$ cat src/rtl/dfr_sequencer.sv
`default_nettype none
// ============================================================================
// Module      : dfr_sequencer
// Description : Run-control sequencer that steps the reservoir through the
//               INIT, TRAIN and TEST phases over a valid/ready handshake and
//               generates the input-sample word address for every step.
//               Optional stall counter output: define DFR_SEQ_STALL_CNT_EN.
// Revision    : 1.0 - initial release
// ============================================================================
module dfr_sequencer #(
    parameter int ADDR_W = 30,
    parameter int CNT_W  = 32
) (
    input  logic              clk,
    input  logic              rst,
    input  logic              start,
    input  logic [CNT_W-1:0]  num_init_samples,
    input  logic [CNT_W-1:0]  num_init_steps,
    input  logic [CNT_W-1:0]  num_train_samples,
    input  logic [CNT_W-1:0]  num_train_steps,
    input  logic [CNT_W-1:0]  num_test_samples,
    input  logic [CNT_W-1:0]  num_test_steps,
    input  logic [CNT_W-1:0]  num_steps_per_sample,
    input  logic              step_ready,
    output logic              step_valid,
    output logic [1:0]        phase,
    output logic [ADDR_W-1:0] sample_addr,
    output logic              sample_first,
    output logic              sample_last,
    output logic              busy,
    output logic              done,
    output logic              err
`ifdef DFR_SEQ_STALL_CNT_EN
    ,
    output logic [CNT_W-1:0]  stall_cycles
`endif
);

    localparam logic [2:0] c_st_idle  = 3'd0;
    localparam logic [2:0] c_st_init  = 3'd1;
    localparam logic [2:0] c_st_train = 3'd2;
    localparam logic [2:0] c_st_test  = 3'd3;
    localparam logic [2:0] c_st_done  = 3'd4;

    localparam logic [CNT_W-1:0] c_one = {{(CNT_W-1){1'b0}}, 1'b1};

    logic [2:0]        r_state;
    logic [CNT_W-1:0]  r_init_steps, r_train_steps, r_test_steps;
    logic [CNT_W-1:0]  r_init_samps, r_train_samps, r_test_samps;
    logic [CNT_W-1:0]  r_base_train, r_base_test;
    logic [CNT_W-1:0]  r_spp;
    logic [CNT_W-1:0]  r_step_cnt, r_samp_cnt, r_sub_cnt;
    logic              r_step_valid, r_busy, r_done, r_err, r_first, r_last;
    logic [1:0]        r_phase;
    logic [ADDR_W-1:0] r_addr;

    logic [CNT_W-1:0]  w_cur_steps, w_cur_samps, w_cur_base, w_nxt_base;
    logic [2:0]        w_nxt_state;
    logic              w_in_phase, w_accept, w_sub_wrap, w_last_step, w_adv;
    logic [CNT_W-1:0]  w_sub_next, w_samp_next, w_addr_next, w_final_samps;

    always_comb begin
        w_cur_steps = r_init_steps;
        w_cur_samps = r_init_samps;
        w_cur_base  = '0;
        w_nxt_state = c_st_train;
        w_nxt_base  = r_base_train;
        case (r_state)
            c_st_train: begin
                w_cur_steps = r_train_steps;
                w_cur_samps = r_train_samps;
                w_cur_base  = r_base_train;
                w_nxt_state = c_st_test;
                w_nxt_base  = r_base_test;
            end
            c_st_test: begin
                w_cur_steps = r_test_steps;
                w_cur_samps = r_test_samps;
                w_cur_base  = r_base_test;
                w_nxt_state = c_st_done;
                w_nxt_base  = '0;
            end
            default: ;
        endcase
    end

    assign w_in_phase    = (r_state == c_st_init) || (r_state == c_st_train) ||
                           (r_state == c_st_test);
    assign w_accept      = r_step_valid & step_ready;
    assign w_sub_wrap    = (r_sub_cnt == r_spp - c_one);
    assign w_sub_next    = w_sub_wrap ? '0 : r_sub_cnt + c_one;
    assign w_samp_next   = w_sub_wrap ? r_samp_cnt + c_one : r_samp_cnt;
    assign w_addr_next   = w_cur_base + w_samp_next;
    assign w_last_step   = (r_step_cnt == w_cur_steps - c_one);
    // The final step always closes a sample, whole or partial.
    assign w_final_samps = r_samp_cnt + c_one;
    assign w_adv         = w_in_phase &&
                           ((!r_step_valid && (w_cur_steps == '0)) ||
                            (w_accept && w_last_step));

    always_ff @(posedge clk) begin
        if (rst) begin
            r_state       <= c_st_idle;
            r_init_steps  <= '0;
            r_train_steps <= '0;
            r_test_steps  <= '0;
            r_init_samps  <= '0;
            r_train_samps <= '0;
            r_test_samps  <= '0;
            r_base_train  <= '0;
            r_base_test   <= '0;
            r_spp         <= '0;
            r_step_cnt    <= '0;
            r_samp_cnt    <= '0;
            r_sub_cnt     <= '0;
            r_step_valid  <= 1'b0;
            r_busy        <= 1'b0;
            r_done        <= 1'b0;
            r_err         <= 1'b0;
            r_first       <= 1'b0;
            r_last        <= 1'b0;
            r_phase       <= 2'd0;
            r_addr        <= '0;
        end else begin
            r_done <= 1'b0;
            case (r_state)
                c_st_idle: begin
                    if (start) begin
                        r_init_steps  <= num_init_steps;
                        r_train_steps <= num_train_steps;
                        r_test_steps  <= num_test_steps;
                        r_init_samps  <= num_init_samples;
                        r_train_samps <= num_train_samples;
                        r_test_samps  <= num_test_samples;
                        r_base_train  <= num_init_samples;
                        r_base_test   <= num_init_samples + num_train_samples;
                        r_spp         <= (num_steps_per_sample == '0) ? c_one
                                                                      : num_steps_per_sample;
                        r_err         <= 1'b0;
                        r_state       <= c_st_init;
                        r_busy        <= 1'b1;
                        r_phase       <= 2'd1;
                        r_step_valid  <= 1'b0;
                        r_step_cnt    <= '0;
                        r_samp_cnt    <= '0;
                        r_sub_cnt     <= '0;
                        r_first       <= 1'b0;
                        r_last        <= 1'b0;
                        r_addr        <= '0;
                    end
                end
                c_st_init, c_st_train, c_st_test: begin
                    if (w_adv) begin
                        if (r_step_valid && (w_final_samps != w_cur_samps)) begin
                            r_err <= 1'b1;
                        end
                        r_state      <= w_nxt_state;
                        r_phase      <= w_nxt_state[1:0];
                        r_done       <= (w_nxt_state == c_st_done);
                        r_step_valid <= 1'b0;
                        r_step_cnt   <= '0;
                        r_samp_cnt   <= '0;
                        r_sub_cnt    <= '0;
                        r_first      <= 1'b0;
                        r_last       <= 1'b0;
                        r_addr       <= w_nxt_base[ADDR_W-1:0];
                    end else if (!r_step_valid) begin
                        // Reload bubble over; the first step opens sample 0.
                        r_step_valid <= 1'b1;
                        r_first      <= 1'b1;
                        r_last       <= (r_spp == c_one);
                    end else if (w_accept) begin
                        r_step_cnt <= r_step_cnt + c_one;
                        r_sub_cnt  <= w_sub_next;
                        r_samp_cnt <= w_samp_next;
                        r_addr     <= w_addr_next[ADDR_W-1:0];
                        r_first    <= (w_sub_next == '0);
                        r_last     <= (w_sub_next == r_spp - c_one);
                    end
                end
                c_st_done: begin
                    r_state <= c_st_idle;
                    r_busy  <= 1'b0;
                    r_phase <= 2'd0;
                end
                default: begin
                    r_state <= c_st_idle;
                end
            endcase
        end
    end

`ifdef DFR_SEQ_STALL_CNT_EN
    logic [CNT_W-1:0] r_stall_cnt;

    always_ff @(posedge clk) begin
        if (rst || ((r_state == c_st_idle) && start)) begin
            r_stall_cnt <= '0;
        end else if (r_step_valid && !step_ready && (r_stall_cnt != '1)) begin
            r_stall_cnt <= r_stall_cnt + c_one;
        end
    end

    assign stall_cycles = r_stall_cnt;
`endif

    assign step_valid   = r_step_valid;
    assign phase        = r_phase;
    assign sample_addr  = r_addr;
    assign sample_first = r_first;
    assign sample_last  = r_last;
    assign busy         = r_busy;
    assign done         = r_done;
    assign err          = r_err;

endmodule
`default_nettype wire

$ cat config.mk
export PLATFORM = sky130hd
export DESIGN_NAME = dfr_sequencer
export DESIGN_NICKNAME = d
export VERILOG_FILES = /design/src/rtl/dfr_sequencer.sv
export SDC_FILE = /design/constraint.sdc
export NUM_CORES = 1
export LEC_CHECK = 0
export ABC_CLOCK_PERIOD_IN_PS = 7700
export BUFFER_PORTS_ARGS = -buffer_cell sky130_fd_sc_hd__buf_2
export CORE_UTILIZATION = 51
export DETAILED_ROUTE_END_ITERATION = 16
export PLACE_DENSITY = 0.77
export SYNTH_ARGS = -nofsm -noshare
export SYNTH_HDL_FRONTEND = slang
export SYNTH_SLANG_ARGS = --single-unit
export TNS_END_PERCENT = 10
$ cat constraint.sdc
create_clock -name clk -period 7.7 [get_ports clk]
set_clock_uncertainty 0.1 [all_clocks]
set_input_delay 0.77 -clock clk [delete_from_list [all_inputs] [get_ports clk]]
set_output_delay 0.77 -clock clk [all_outputs]
set_load 0.01 [all_outputs]
==> impl_metrics.env <==
export IMPL_antenna_found_initial=0
export IMPL_port_buffers=265
export IMPL_cp_arrival_ns=7.30
export IMPL_power_leakage_nw=11.3
export IMPL_yosys_warnings=0
export IMPL_ant_nets=0
export IMPL_critPathSlowestCell="or3b_2"
export IMPL_firstDrtPassIters=6
export IMPL_grt_setup_unrepaired="no"
export IMPL_finalWirelength_um=79800
export IMPL_fill_cells=4695
export IMPL_placed_cells=4138
export IMPL_grtUsageTotal_pct=30.5
export IMPL_drt_iter0_markers=2452
export IMPL_synth_xor_area_share_pct=9.45
export IMPL_yosysTopAreaCellShare_pct=30.5
export IMPL_synth_edf_count=0
export IMPL_die_w_um=226
export IMPL_clock_sinks=391
export IMPL_setup_viol=0
export IMPL_cts_buffers=44
export IMPL_drive_gt1_share_pct=12.8
export IMPL_async_flop_share_pct=0
export IMPL_rows=81
export IMPL_period_minus_slack_ns=6.93
export IMPL_grt_pass1_vias=23026
export IMPL_grt_pass1_wl_um=125000
export IMPL_die_area_um2=51100
export IMPL_clk_pin_slew_ns=0.06
export IMPL_maxCapViolCount=0
export IMPL_slew_limit_headroom_pct=17.9
export IMPL_clkLatencyLatePin_ns=0.60
export IMPL_vias=25226
export IMPL_cp_cell_sequence="inv_1, ha_1, or3b_2, nor4_2, a31oi_1, a2111oi_0, nand3_1, nor4b_1, nand3_1, buf_4, nor2_1, xor2_1, ha_1, o21ai_0, nor2_1, o41ai_1, o21ai_0, a21oi_1, o21ai_0, a31o_2, a41oi_1, xnor2_1, a32oi_1, a21oi_1"
export IMPL_crit_path_max_incr_delay_ns=0.61
export IMPL_yosysTopAreaCell="dfxtp_1"
export IMPL_netlist_area_um2=25600
export IMPL_synthAdderAreaFrac_pct=3.38
export IMPL_fin_util_pct=58.0
export IMPL_slew_violations=0
export IMPL_postSynthNetCount=3724
export IMPL_hold_viol_final=0
export IMPL_endpoint_kind="flop"
export IMPL_fmax_mhz=144
export IMPL_synth_seq_area_share_pct=30.5
export IMPL_nets=3816
export IMPL_ys_ff_latch=391
export IMPL_tns_ns=0
export IMPL_h_tree_depth=2
export IMPL_grt_max_degree=103
export IMPL_tritoncts="done"
export IMPL_hold_path_class="input port to flop"
export IMPL_routedWlPerCell_um=18.9
export IMPL_crit_top_cell="o21ai_0"
export IMPL_crit_family="compound AO/OA/AOI/OAI gates"
export IMPL_synth_ff_type="dfxtp_1"
export IMPL_layout_setup_ws_ns=0.765
export IMPL_hold_buffers=0
export IMPL_synth_compound_area_share_pct=19.2
export IMPL_fin_cells=4215
export IMPL_synth_most_common_cell="nand2_1"
export IMPL_pre_cts_ws_ns=0.705
export IMPL_grt_ovfl_total=0
export IMPL_gp_congestion=0.980
export IMPL_tightest_slew_ns=1.23
export IMPL_place_hpwl_um=58500
export IMPL_startpoint_type="flop"
export IMPL_yosys_area_share_simple_pct=25.7
export IMPL_clockBufferDepth=3
export IMPL_finalPower_mw=5.40
export IMPL_diodes=0
export IMPL_syn_inst=3428
export IMPL_root_buffer="clkbuf_16"
export IMPL_synthDistinctLibCells=89
export IMPL_path_buf_inv=2
export IMPL_status="finished clean"
export IMPL_synthTopCellsByArea="dfxtp_1 31%, nand2_1 10%, a21oi_1 6.9%"
export IMPL_muxShareOfSynthArea_pct=7.02
export IMPL_synth_common_cells="703 x nand2_1, 391 x dfxtp_1, 355 x a21oi_1"
export IMPL_core_area_um2=49300
export IMPL_syn2layout_area_growth_pct=11.4
export IMPL_crit_type="flop to flop"
export IMPL_synth_top_family_by_area="simple AND/OR/NAND/NOR gates"
export IMPL_detail_route_vias_per_cell=5.98
export IMPL_num_io_pins=266
export IMPL_finalCritPeriodShare_pct=90.1
export IMPL_cp_required_ns=8.07
export IMPL_cellPowerDensity_nw_per_um2=189
export IMPL_worstPathMaxFanout=27
export IMPL_ir_worst_vdd_mv=0.166
export IMPL_avgSynthCellArea_um2=7.47
export IMPL_drc_errors=0
export IMPL_die_h_um=226
export IMPL_initial_core_util_pct=52.0
repair_timing:
action | CTS | global route
resized for setup | 0 | 1
setup endpoints to repair | 0 | 2
setup buffers | 0 | 0
metal layers:
layer / vias to the layer above / GRT usage (%) / routed length (um) / share of wire [%]
li1: 12301 / - / - / -
met1: 11752 / 40.7 / 34300 / 43
met2: 990 / 49.9 / 36500 / 46
met3: 183 / 4.02 / 5920 / 7.4
met4: 0 / 11.7 / 3030 / 3.8
met5: - / 0 / 0 / 0
metrics by stage:
| step | cell area [um^2] | hold WS [ns] |
|---|---|---|
| 2_1_floorplan | 25600 | 0.332 |
| 5_1_grt | 28600 | 0.312 |
| 6_report | 28600 | 0.300 |
| 4_1_cts | 28500 | 0.287 |
| 3_3_place_gp | 27100 | 0.335 |
| 3_5_place_dp | 27100 | 0.343 |
area by class of cell:
cell class | count | area (um^2) | area share (%)
repair buffers | 298 | 1580 | 5.55
well taps | 664 | 831 | 2.91
clock buffers | 63 | 1290 | 4.53
inverters | 51 | 191 | 0.670
flip-flops and latches | 391 | 7830 | 27.4
clock inverters | 14 | 155 | 0.543
multi-input cells | 2734 | 16700 | 58.4
final timing paths:
check	from	end	slack, ns	cells past startpoint
setup / recovery	r_spp[0]	sample_addr[21]	0.77	24
hold / removal	num_init_steps[24]	r_init_steps[24]	0.30	3
setup reg to reg	r_spp[0]	sample_addr[21]	0.77	24
hold reg to reg	sample_addr[10]	sample_addr[10]	0.35	2
report_power, final:
part,total (mW),switching (mW),internal [mW]
combinational,1.06,0.665,0.397
clock,2.14,0.900,1.24
sequential,2.20,0.0836,2.12
placed cells by master (no fill, tap or decap), types with 11 or more instances in the layout:
cell / n
a21oi_1: 353
buf_2: 264
mux2_1: 11
mux2i_1: 121
o31ai_1: 13
a22oi_1: 59
a211oi_1: 26
clkbuf_16: 45
nand2_1: 703
nand2b_1: 12
or3_1: 17
buf_4: 33
nand4_1: 56
xor2_1: 93
o211ai_1: 16
o21ai_0: 120
mux2_2: 31
o21ai_1: 18
a31oi_1: 22
a22o_1: 11
nor2b_1: 16
ha_1: 66
or2_2: 16
xnor2_1: 168
nand3_1: 113
nor3b_1: 17
inv_1: 51
nor3_1: 74
nor4_1: 51
o21a_1: 11
or4_1: 17
and3_1: 37
and2_1: 22
a21o_1: 32
nor2_1: 225
dfxtp_1: 390
worst register-to-register path, delay by kind of cell (launching register included):
family                   cells  cell delay [ns]
flip-flops                   1             0.38
buffers and inverters        2             0.41
AND/OR/NAND/NOR              7             2.20
AO/OA/AOI/OAI               11             2.91
XOR/XNOR                     2             0.31
adder cells (fa/ha/maj)      2             0.50
sequential cells by signal (all words and copies together), names as in the netlist, 3 cells and up:
register	flops
r_base_train	32
r_init_steps	32
r_samp_cnt	32
r_spp	32
r_step_cnt	32
r_sub_cnt	32
r_test_samps	32
r_test_steps	32
r_train_samps	32
r_train_steps	32
r_base_test	30
sample_addr	30
r_state	3
logic make-up after synthesis:
logic type | after synthesis
simple gates | 1431
compound gates | 798
flops | 391
buf+inv | 303
xor+xnor | 267
mux | 170
fa+ha+maj | 68
Note: power is estimated with default switching activity, not from simulation.
